--- config.mk ---
export PLATFORM = sky130hd
export DESIGN_NAME = intersection_controller
export DESIGN_NICKNAME = d
export VERILOG_FILES = /design/src/rtl/traffic_pkg.sv /design/src/rtl/phase_timer.sv /design/src/rtl/intersection_controller.sv
export SDC_FILE = /design/constraint.sdc
export NUM_CORES = 1
export LEC_CHECK = 0
export ABC_AREA = 1
export BUFFER_PORTS_ARGS = -buffer_cell sky130_fd_sc_hd__buf_2
export CELL_PAD_IN_SITES_DETAIL_PLACEMENT = 1
export CELL_PAD_IN_SITES_GLOBAL_PLACEMENT = 1
export CORE_UTILIZATION = 37
export CTS_BUF_LIST = sky130_fd_sc_hd__clkbuf_8
export CTS_CLUSTER_DIAMETER = 60
export CTS_CLUSTER_SIZE = 8
export DETAILED_ROUTE_END_ITERATION = 16
export PLACE_DENSITY = 0.79
export SLEW_MARGIN = 10
export SYNTH_ARGS = -nofsm -noshare
export SYNTH_HDL_FRONTEND = slang
export SYNTH_SLANG_ARGS = --single-unit
--- constraint.sdc ---
create_clock -name clk -period 1.65 [get_ports clk]
set_input_delay 0.4125 -clock clk [delete_from_list [all_inputs] [get_ports clk]]
set_output_delay 0.4125 -clock clk [all_outputs]
set_load 0.02 [all_outputs]
--- src/rtl/traffic_pkg.sv ---
// Shared types and default phase durations for the junction sequencer.
package traffic_pkg;

  typedef enum logic [2:0] {
    NS_GREEN  = 3'd0,
    NS_YELLOW = 3'd1,
    ALLRED_A  = 3'd2,
    EW_GREEN  = 3'd3,
    EW_YELLOW = 3'd4,
    ALLRED_B  = 3'd5,
    PED_WALK  = 3'd6,
    PED_FLASH = 3'd7
  } phase_t;

  localparam int unsigned T_GREEN_DEF  = 4;
  localparam int unsigned T_YELLOW_DEF = 3;
  localparam int unsigned T_ALLRED_DEF = 1;
  localparam int unsigned T_WALK_DEF   = 5;
  localparam int unsigned T_FLASH_DEF  = 3;

  typedef struct packed {
    logic red;
    logic yellow;
    logic green;
  } lamp_t;

  localparam lamp_t LAMP_RED    = lamp_t'(3'b100);
  localparam lamp_t LAMP_YELLOW = lamp_t'(3'b010);
  localparam lamp_t LAMP_GREEN  = lamp_t'(3'b001);

  function automatic int unsigned max_u(input int unsigned a, input int unsigned b);
    return (a > b) ? a : b;
  endfunction

endpackage

--- src/rtl/phase_timer.sv ---
// Loadable down-counter in tick units; done flags the tick that ends a phase.
module phase_timer #(
  parameter int unsigned W = 4
) (
  input  logic         clk,
  input  logic         load,
  input  logic [W-1:0] load_val,
  input  logic         tick,
  output logic         done
);

  logic [W-1:0] cnt;

  // Load has priority; the owner asserts it on reset and on every phase entry.
  always_ff @(posedge clk) begin
    if (load) begin
      cnt <= load_val;
    end else if (tick && (cnt != '0)) begin
      cnt <= cnt - W'(1);
    end
  end

  assign done = tick && (cnt == '0);

endmodule

--- src/rtl/intersection_controller.sv ---
// Two-way junction sequencer with an on-request pedestrian phase.
module intersection_controller
  import traffic_pkg::*;
#(
  parameter int unsigned T_GREEN  = T_GREEN_DEF,
  parameter int unsigned T_YELLOW = T_YELLOW_DEF,
  parameter int unsigned T_ALLRED = T_ALLRED_DEF,
  parameter int unsigned T_WALK   = T_WALK_DEF,
  parameter int unsigned T_FLASH  = T_FLASH_DEF
) (
  input  logic clk,
  input  logic reset,
  input  logic tick,
  input  logic ped_req,
  output logic ns_red,
  output logic ns_yellow,
  output logic ns_green,
  output logic ew_red,
  output logic ew_yellow,
  output logic ew_green,
  output logic walk,
  output logic flash,
  output logic dont,
  output logic ped_wait
);

  localparam int unsigned T_MAX =
    max_u(max_u(max_u(T_GREEN, T_YELLOW), max_u(T_ALLRED, T_WALK)), T_FLASH);
  localparam int unsigned W = $clog2(T_MAX) + 1;

  generate
    if ((T_GREEN < 1) || (T_YELLOW < 1) || (T_ALLRED < 1) || (T_WALK < 1) || (T_FLASH < 1)) begin : g_bad_timing
      $error("intersection_controller: every T_* duration must be at least 1");
    end
  endgenerate

  function automatic logic [W-1:0] dur_m1(input phase_t p);
    case (p)
      NS_GREEN, EW_GREEN:   return W'(T_GREEN - 1);
      NS_YELLOW, EW_YELLOW: return W'(T_YELLOW - 1);
      PED_WALK:             return W'(T_WALK - 1);
      PED_FLASH:            return W'(T_FLASH - 1);
      default:              return W'(T_ALLRED - 1);
    endcase
  endfunction

  phase_t       state;
  phase_t       state_next;
  logic         done;
  logic         load;
  logic [W-1:0] load_val;
  logic         ped_wait_next;
  lamp_t        ns_next;
  lamp_t        ew_next;
  logic         walk_next;
  logic         flash_next;
  logic         dont_next;

  phase_timer #(.W(W)) u_timer (
    .clk      (clk),
    .load     (load),
    .load_val (load_val),
    .tick     (tick),
    .done     (done)
  );

  // Next phase, timer reload and request latch.
  always_comb begin
    state_next = state;
    case (state)
      NS_GREEN:  if (done) state_next = NS_YELLOW;
      NS_YELLOW: if (done) state_next = ALLRED_A;
      ALLRED_A:  if (done) state_next = EW_GREEN;
      EW_GREEN:  if (done) state_next = EW_YELLOW;
      EW_YELLOW: if (done) state_next = ALLRED_B;
      ALLRED_B:  if (done) state_next = ped_wait ? PED_WALK : NS_GREEN;
      PED_WALK:  if (done) state_next = PED_FLASH;
      PED_FLASH: if (done) state_next = NS_GREEN;
      default:   state_next = ALLRED_B;
    endcase

    load     = reset || (state_next != state);
    load_val = reset ? dur_m1(ALLRED_B) : dur_m1(state_next);

    ped_wait_next = ped_wait;
    if ((state_next == PED_WALK) && (state != PED_WALK)) begin
      ped_wait_next = 1'b0;
    end else if (ped_req && (state != PED_WALK)) begin
      ped_wait_next = 1'b1;
    end
  end

  // Lamp decode of the phase being entered, so registered lamps track state.
  always_comb begin
    ns_next    = LAMP_RED;
    ew_next    = LAMP_RED;
    walk_next  = 1'b0;
    flash_next = 1'b0;
    dont_next  = 1'b1;
    case (state_next)
      NS_GREEN:  ns_next = LAMP_GREEN;
      NS_YELLOW: ns_next = LAMP_YELLOW;
      EW_GREEN:  ew_next = LAMP_GREEN;
      EW_YELLOW: ew_next = LAMP_YELLOW;
      PED_WALK: begin
        walk_next = 1'b1;
        dont_next = 1'b0;
      end
      PED_FLASH: begin
        flash_next = 1'b1;
        dont_next  = 1'b0;
      end
      default: ;
    endcase
  end

  always_ff @(posedge clk) begin
    if (reset) begin
      state                          <= ALLRED_B;
      ped_wait                       <= 1'b0;
      {ns_red, ns_yellow, ns_green}  <= LAMP_RED;
      {ew_red, ew_yellow, ew_green}  <= LAMP_RED;
      walk                           <= 1'b0;
      flash                          <= 1'b0;
      dont                           <= 1'b1;
    end else begin
      state                          <= state_next;
      ped_wait                       <= ped_wait_next;
      {ns_red, ns_yellow, ns_green}  <= ns_next;
      {ew_red, ew_yellow, ew_green}  <= ew_next;
      walk                           <= walk_next;
      flash                          <= flash_next;
      dont                           <= dont_next;
    end
  end

endmodule

==> flow_metrics.tcl, run 1 <==
set metrics [dict create \
    run_status "complete, no violations" \
    via_per_inst 4.79 \
    post-place-cells 145 \
    end_kind "flip-flop" \
    synth.distinct_cells 22 \
    ys_seq_elements 17 \
    criticalPathCategory "reg -> reg" \
    path_max_fanout 6 \
    irDropWorstVdd_mv 0.877 \
    number_of_flops_mapped_to_enable_cells_by_yosys 4 \
    synth_top_cell_by_area "sky130_fd_sc_hd__dfxtp_1" \
    unrepaired_setup_endpoints_after_global_routing "yes" \
    n_fill_cell 251 \
    maxClockFrequency_mhz 617 \
    register_to_register_setup_slack_ns 0.03 \
    drtAntennaViolNets 0 \
    synth.cell_area_um2 805 \
    launching_element_of_the_worst_setup_path "u_timer.cnt[1]" \
    worstPathArrival_ns 1.56 \
    reg2reg_depth 6 \
    average_wire_length_per_cell_after_detail_routing_um 13.0 \
    grt_max_degree 10 \
    crit_path_start_kind "flip-flop" \
    finalCritPeriodShare_pct 98.3 \
    htreeDepth 1 \
    r2r_start "u_timer.cnt[1]" \
    number_of_top_level_pins 14 \
    finalSetupTns_ns 0 \
    drcViolationCount 0 \
    timing_hold_violations_final 0 \
    yosys-top-cells-count "sky130_fd_sc_hd__nand2_1 (22), sky130_fd_sc_hd__dfxtp_1 (13), sky130_fd_sc_hd__inv_1 (9)" \
    min_period_ns 1.62 \
    cts_tree "done" \
    die_w_um 48.6 \
    grt_pass1_vias 736 \
    tritoncts.num_buffers 3 \
    post_route_cells_drive_above_1_share_pct 44.4 \
    hp-class "in -> reg" \
    dpl.hpwl_mm 1.55 \
    synthMostInstantiatedCell "sky130_fd_sc_hd__nand2_1" \
    insertion_delay_ns 0.24 \
    fp.dieH_um 48.6 \
    floorplan.initialDensity_pct 40.2 \
    fin_skew_ns 0.00134 \
    total_via_count_after_detailed_routing 733 \
    global_route.usage.total_pct 18.7 \
    synth.yosys.seq_area_share_pct 47.3 \
    first_pass_grt_wire_length_mm 3.37 \
    postPlaceCellArea_um2 971 \
    first_iter_violations 7 \
    dp_slack_ns -0.0599 \
    synthArstFlopShare_pct 0 \
    area_contributors_post_synth "sky130_fd_sc_hd__dfxtp_1 (32%), sky130_fd_sc_hd__edfxtp_1 (15%), sky130_fd_sc_hd__nand2_1 (10%)" \
    cts.hold.buffers_added 0 \
    place_congestion 0.867 \
    holdWs_ns 0.388 \
    worst_setup_path_endpoint "u_timer.cnt[2]" \
    die_area_um2 2360 \
    avgSynthCellArea_um2 8.38 \
    drt_pre_antenna_iters 4 \
    core_area_um2 2000 \
    timing.max_slew.rel_slack_pct 77.8 \
    antenna-diode-count 0 \
    synthesis.instances 96 \
    syn-num-nets 102 \
    cts-root-to-sink-buffers 2 \
    rr_endpoint "u_timer.cnt[2]" \
    nets 133 \
    p_leak_nw 0.542 \
    synth_top_cell_area_share_pct 32.3 \
    critical_path_required_ns 1.59 \
    finalMaxSlewViolations 0 \
    clock_root_buffer_master "sky130_fd_sc_hd__clkbuf_8" \
    finalSetupViolations 0 \
    totalWireLength_mm 1.99 \
    port_buffers 13 \
    stdcell_count 153 \
    grt_overflow_total 0 \
    power.density_cell_area_nw_per_um2 1770 \
    postSynth.topFlopCell "sky130_fd_sc_hd__dfxtp_1" \
    max_cap_violations 0 \
    synthToLayoutAreaGrowth_pct 35.9 \
    final_cell_area_um2 1090 \
    grt_antenna_before_repair 0 \
    clk_pin_slew_ns 0.06 \
    timing_worst_slew_pin_value_ns 0.329 \
    yosysWarningCount 0 \
    clock-sinks 17 \
    fin_ws_ns 0.0283 \
    row_count 16 \
]
-- layer usage --
layer	wire, µm	global-route usage (%)
met5	0	0
met4	0	2.94
met1	805	21.2
met3	65	5.03
met2	1120	35.2
-- worst min-delay path by stage --
stage / to / slack (ns) / depth (start not counted) / start
detailed placement: ped_wait / 0.52 / 2 / ped_wait
CTS: state[1] / 0.36 / 2 / reset
global route: state[1] / 0.39 / 2 / reset
finish: state[1] / 0.39 / 2 / reset
global placement: ped_wait / 0.49 / 2 / ped_wait
floorplan: state[1] / 0.48 / 1 / reset
-- worst max-delay path, stage by stage (launching register included) --
cell                       delay [ns]
sky130_fd_sc_hd__edfxtp_1        0.42
sky130_fd_sc_hd__inv_2           0.11
sky130_fd_sc_hd__ha_4            0.17
sky130_fd_sc_hd__nand3_4         0.14
sky130_fd_sc_hd__buf_4           0.18
sky130_fd_sc_hd__buf_4           0.13
sky130_fd_sc_hd__nand3_1         0.17
-- report_power, final --
group | internal, mW | switching [mW]
registers | 0.570 | 0.0956
clock network | 0.165 | 0.128
logic | 0.425 | 0.557
total | 1.16 | 0.781
-- stage by stage --
| step | power [mW] | utilization (%) |
|---|---|---|
| after floorplan | 1.20 | - |
| after global placement | 1.47 | 48.5 |
| after detailed placement | 1.51 | 48.5 |
| after CTS | 1.86 | 51.7 |
| after global routing | 2.09 | 54.6 |
| final | 1.94 | 54.6 |
-- logic make-up after synthesis --
kind of cell,Yosys count,synth area share (%)
simple gates,56,37.0
flops,17,47.3
buf+inv,13,6.06
compound gates,6,4.35
xor+xnor,2,2.18
fa+ha+maj,2,3.11
-- sequential cells by signal, summed over array words and instances (netlist names) --
name         count
dont             1
ped_wait         1
ns_green         1
ew_red           1
ew_green         1
state            3
u_timer.cnt      4
walk             1
ns_red           1
ew_yellow        1
ns_yellow        1
flash            1
-- layout make-up --
cell class | instances | area, µm² | area share, %
Multi-Input combinational cell | 66 | 420 | 38.4
Sequential cell | 17 | 380 | 34.8
Timing Repair Buffer | 26 | 163 | 14.9
Inverter | 13 | 51.3 | 4.69
Clock buffer | 3 | 41.3 | 3.78
Tap cell | 27 | 33.8 | 3.09
Clock inverter | 1 | 3.75 | 0.343
-- cell usage in the layout (no fill, tap or decap), types with 2 or more instances in the layout --
cell type	n
sky130_fd_sc_hd__edfxtp_1	4
sky130_fd_sc_hd__xnor2_1	2
sky130_fd_sc_hd__dfxtp_1	13
sky130_fd_sc_hd__clkbuf_8	3
sky130_fd_sc_hd__nand3_2	4
sky130_fd_sc_hd__inv_2	5
sky130_fd_sc_hd__nand2_1	18
sky130_fd_sc_hd__buf_4	13
sky130_fd_sc_hd__nor2_1	6
sky130_fd_sc_hd__a21oi_1	3
sky130_fd_sc_hd__nand2_2	6
sky130_fd_sc_hd__buf_2	13
sky130_fd_sc_hd__nand4_1	5
sky130_fd_sc_hd__inv_1	7
sky130_fd_sc_hd__nor2_4	3
sky130_fd_sc_hd__nand3_1	6
sky130_fd_sc_hd__nor2_2	4
-- what timing repair did --
| action | CTS | global route |
|---|---|---|
| pin swaps | 0 | 4 |
| hold endpoints to repair | 0 | 0 |
| setup endpoints to repair | 7 | 10 |
| buffers inserted | 1 | 3 |
| gates resized for setup | 2 | 13 |
(Power assumes the default switching activity.)
==> inputs of run 2 (changes only) <==
Settings changed: RECOVER_POWER set to 25, REMOVE_ABC_BUFFERS set to 1.
==> run 2 against run 1 <==
Effect of this change: worst hold slack about the same; wire length down 0.35%; non-clock buffer count unchanged; combinational power down 0.9%; first-iteration DRC count up 29%; critical path depth unchanged; sequential power about the same; largest cell class unchanged; sequential share of layout area up 0.20 points; setup slack better by 0.00058 ns; largest power group unchanged; fmax about the same; die area unchanged; clock skew about the same.
==> flow_metrics.tcl, run 2 (synthesis results as in run 1) <==
set metrics [dict create \
    p_leak_nw 0.526 \
    irDropWorstVdd_mv 0.875 \
    run_status "complete, no violations" \
    via_per_inst 4.80 \
    postPlaceCellArea_um2 971 \
    max_cap_violations 0 \
    hp-class "in -> reg" \
    totalWireLength_mm 1.98 \
    cts_tree "done" \
    finalCritPeriodShare_pct 98.2 \
    core_area_um2 2000 \
    final_cell_area_um2 1090 \
    timing.max_slew.rel_slack_pct 78.4 \
    die_w_um 48.6 \
    commonest_non_fill_non_tap_cell_in_the_layout "sky130_fd_sc_hd__nand2_1" \
    final_util_pct 54.3 \
    number_of_top_level_pins 14 \
    layout_top_registers "u_timer.cnt (4), state (3)" \
    path_max_fanout 6 \
    criticalPathCategory "reg -> reg" \
    dpl.hpwl_mm 1.55 \
    place_congestion 0.867 \
    finalSetupViolations 0 \
    holdWs_ns 0.388 \
    antenna-diode-count 0 \
    worstPathArrival_ns 1.56 \
    critical_path_required_ns 1.59 \
    first_iter_violations 9 \
    average_wire_length_per_cell_after_detail_routing_um 13.0 \
    nets 133 \
    row_count 16 \
    crit_path_start_kind "flip-flop" \
    synthToLayoutAreaGrowth_pct 35.1 \
    post-place-cells 145 \
    first_pass_grt_wire_length_mm 3.37 \
    grt_overflow_total 0 \
    reg2reg_depth 6 \
    floorplan.initialDensity_pct 40.2 \
    cts.hold.buffers_added 0 \
    htreeDepth 1 \
    clk_pin_slew_ns 0.06 \
    cells_on_worst_hold_path 2 \
    register_to_register_setup_slack_ns 0.03 \
    drt_pre_antenna_iters 4 \
    total_via_count_after_detailed_routing 735 \
    drcViolationCount 0 \
    cts-root-to-sink-buffers 2 \
    end_kind "flip-flop" \
    power.density_cell_area_nw_per_um2 1780 \
    global_route.usage.total_pct 18.7 \
    drtAntennaViolNets 0 \
    clock_root_buffer_master "sky130_fd_sc_hd__clkbuf_8" \
    tritoncts.num_buffers 3 \
    fin_skew_ns 0.00154 \
    timing_hold_violations_final 0 \
    clock-sinks 17 \
    unrepaired_setup_endpoints_after_global_routing "yes" \
    most-common-layout-cells "sky130_fd_sc_hd__nand2_1 (18), sky130_fd_sc_hd__dfxtp_1 (13), sky130_fd_sc_hd__buf_4 (13)" \
    finalSetupTns_ns 0 \
    timing_worst_slew_pin_value_ns 0.320 \
    fp.dieH_um 48.6 \
    grt_max_degree 10 \
    insertion_delay_ns 0.24 \
    port_buffers 13 \
    hold_path_origin "reset" \
    post_route_cells_drive_above_1_share_pct 40.5 \
    stdcell_count 153 \
    maxClockFrequency_mhz 617 \
    top_register "u_timer.cnt" \
    min_period_ns 1.62 \
    grt_pass1_vias 736 \
    largest_register_ffs 4 \
    r2r_start "u_timer.cnt[1]" \
    finalMaxSlewViolations 0 \
    hold_worst_path_end "state[1]" \
    rr_endpoint "u_timer.cnt[2]" \
    grt_antenna_before_repair 0 \
    die_area_um2 2360 \
]
[run 2: cell count changes in the layout (fill, tap and decap cells not counted), sizes merged]
cell	change
clkbuf	+5
buf	-5
[run 2: worst max-delay path, stage by stage (launching register included)]
cell,delay [ns]
sky130_fd_sc_hd__edfxtp_1,0.42
sky130_fd_sc_hd__inv_2,0.11
sky130_fd_sc_hd__ha_4,0.17
sky130_fd_sc_hd__nand3_4,0.14
sky130_fd_sc_hd__buf_4,0.17
sky130_fd_sc_hd__buf_4,0.13
sky130_fd_sc_hd__nand3_1,0.17
[run 2: layout make-up]
class                      instances  area, µm²
multi-input combinational         66        420
tap                               27       33.8
timing repair buffer              26        156
inverter                          13       51.3
clock buffer                       3       41.3
fill                             253        915
sequential                        17        380
clock inverter                     1       3.75
[run 2: through the flow]
step | power [mW] | worst slack, ns
4_1_cts | 1.86 | 0.0104
5_1_grt | 2.08 | -0.0695
3_3_place_gp | 1.47 | -0.0349
2_1_floorplan | 1.20 | 0.0879
6_report | 1.93 | 0.0289
3_5_place_dp | 1.51 | -0.0599
[run 2: where the power goes]
part           leakage [nW]  internal (mW)  switching (mW)  total, mW
registers             0.149          0.571          0.0964      0.667
clock network        0.0269          0.165           0.127      0.292
logic                 0.350          0.415           0.558      0.973
[run 2: per-layer routing]
metal | part of all wire [%] | track usage, %
met5 | 0 | 0
met4 | 0 | 2.94
met3 | 3.1 | 5.03
met2 | 56 | 35.2
met1 | 41 | 21.2
[run 2: timing repair]
item / CTS / global route
cloned: 0 / 0
pin swaps: 0 / 4
buffers inserted: 1 / 3
setup endpoints to repair: 7 / 10
resized for setup: 2 / 13
hold endpoints to repair: 0 / 0
[run 2: worst max-delay path by stage]
stage / endpoint / start / cells after the start
after floorplan: u_timer.cnt[0] / u_timer.cnt[0] / 11
after global placement: u_timer.cnt[1] / u_timer.cnt[0] / 9
after detailed placement: u_timer.cnt[0] / u_timer.cnt[1] / 11
after CTS: u_timer.cnt[0] / u_timer.cnt[1] / 11
after global routing: u_timer.cnt[0] / u_timer.cnt[1] / 11
final: u_timer.cnt[2] / u_timer.cnt[1] / 6
==> inputs of run 3 (changes only) <==
Settings changed: CORE_UTILIZATION 37 to 30, PLACE_DENSITY 0.79 to 0.67, REMOVE_ABC_BUFFERS 1 to not set.
==> run 3 against run 2 <==
Effect of this change: clock power grew 8.6%; sequential share of layout area grew 0.28 points; clock-buffer cell count is the same; first-iteration DRC count shrank 89%; setup slack gained 0.061 ns.
==> flow_metrics.tcl, run 3 (synthesis results as in run 1) <==
set metrics [dict create \
    timing_hold_violations_final 0 \
    power.density_cell_area_nw_per_um2 1760 \
    first_iter_violations 1 \
    largest_register_ffs 4 \
    port_buffers 13 \
    clk_pin_slew_ns 0.07 \
    hp-class "in -> reg" \
    criticalPathCategory "reg -> reg" \
    fin_ws_ns 0.0901 \
    antenna-diode-count 0 \
    n_fill_cell 307 \
    tritoncts.num_buffers 3 \
    max_cap_violations 0 \
    finalCritPeriodShare_pct 94.5 \
    number_of_top_level_pins 14 \
    irDropWorstVdd_mv 0.871 \
    synthToLayoutAreaGrowth_pct 34.1 \
    totalWireLength_mm 2.01 \
    run_status "complete, no violations" \
    grt_max_degree 11 \
    min_period_ns 1.56 \
    drt_pre_antenna_iters 3 \
    via_per_inst 4.74 \
    drtAntennaViolNets 0 \
    multi_input_combinational_cell_area_um2 398 \
    clock_root_buffer_master "sky130_fd_sc_hd__clkbuf_8" \
    critical_path_required_ns 1.67 \
    cts.hold.buffers_added 0 \
    end_kind "flip-flop" \
    timing_worst_slew_pin_value_ns 0.382 \
    finalMaxSlewViolations 0 \
    sequential_cell_area_um2 380 \
    die_w_um 53.8 \
    maxClockFrequency_mhz 641 \
    average_wire_length_per_cell_after_detail_routing_um 12.8 \
    path_max_fanout 5 \
    total_via_count_after_detailed_routing 744 \
    p_leak_nw 0.523 \
    cts-root-to-sink-buffers 2 \
    htreeDepth 1 \
    drcViolationCount 0 \
    cts_tree "done" \
    fin_skew_ns 0.00250 \
    row_count 18 \
    layout_top_registers "u_timer.cnt (4), state (3)" \
    top_register "u_timer.cnt" \
    grt_antenna_before_repair 0 \
    core_area_um2 2500 \
    design_power_total_mw 1.89 \
    nets 134 \
    die_area_um2 2890 \
    floorplan.initialDensity_pct 32.2 \
    global_route.usage.total_pct 15.8 \
    place_congestion 0.838 \
    crit_path_start_kind "flip-flop" \
    insertion_delay_ns 0.25 \
    unrepaired_setup_endpoints_after_global_routing "yes" \
    first_pass_grt_wire_length_mm 3.21 \
    grt_overflow_total 0 \
    fp.dieH_um 53.8 \
    finalSetupViolations 0 \
    grt_pass1_vias 727 \
    clock-sinks 17 \
    dp_slack_ns -0.0557 \
    timing.max_slew.rel_slack_pct 74.2 \
    most-common-layout-cells "sky130_fd_sc_hd__nand2_1 (22), sky130_fd_sc_hd__dfxtp_1 (13), sky130_fd_sc_hd__buf_4 (13)" \
    worstPathArrival_ns 1.58 \
    commonest_non_fill_non_tap_cell_in_the_layout "sky130_fd_sc_hd__nand2_1" \
    post_route_cells_drive_above_1_share_pct 35.4 \
    final_util_pct 43.1 \
    dpl.hpwl_mm 1.54 \
]
-- run 3: power breakdown --
part	switching (mW)	internal, mW	total [mW]
registers	0.0916	0.570	0.662
clock network	0.150	0.168	0.317
logic	0.524	0.390	0.914
-- run 3: what timing repair did --
action,in CTS,in global routing
setup buffers,0,4
hold endpoints to repair,0,0
pin swaps,0,2
resized for setup,2,6
endpoints found under the setup margin,5,5
-- run 3: area by class of cell --
class | instances | area share (%)
timing repair buffer | 27 | 15.3
clock inverter | 1 | 0.464
clock buffer | 3 | 3.83
tap | 30 | 3.48
inverter | 13 | 4.76
sequential | 17 | 35.3
multi-input combinational | 66 | 36.9
-- run 3: path summary, 6_finish.rpt --
kind	slack [ns]	to	start	depth (start not counted)
min	0.35	state[1]	reset	2
min reg2reg	0.53	ped_wait	ped_wait	2
max reg2reg	0.09	u_timer.cnt[0]	u_timer.cnt[0]	10
max	0.09	u_timer.cnt[0]	u_timer.cnt[0]	10
-- run 3: worst max-delay path: stages (launching register included) --
cell and delay [ns]:
sky130_fd_sc_hd__edfxtp_1 0.41, sky130_fd_sc_hd__inv_2 0.10, sky130_fd_sc_hd__ha_4 0.18, sky130_fd_sc_hd__nand3_4 0.12, sky130_fd_sc_hd__buf_6 0.16, sky130_fd_sc_hd__nand3_1 0.06, sky130_fd_sc_hd__nand2_1 0.06, sky130_fd_sc_hd__nand2_1 0.08
sky130_fd_sc_hd__nand2_1 0.06, sky130_fd_sc_hd__nand2_1 0.05, sky130_fd_sc_hd__nand2_1 0.04
-- run 3: through the flow --
step / setup TNS (ns) / hold slack [ns] / std cells / area (µm²)
after floorplan: 0 / 0.485 / 96 / 805
after global placement: 0 / 0.494 / 149 / 982
after detailed placement: -0.119 / 0.518 / 149 / 982
after CTS: 0 / 0.350 / 153 / 1040
after global routing: -0.0431 / 0.372 / 157 / 1080
final: 0 / 0.352 / 157 / 1080
-- run 3: per-layer routing --
metal,wire (µm),vias to the layer above,global-route usage [%],part of all wire (%)
met1,882,352,18.5,44
li1,-,378,-,-
met4,29,0,5.26,1.4
met5,0,-,0,0
met3,52,5,3.67,2.6
met2,1050,9,28.0,52
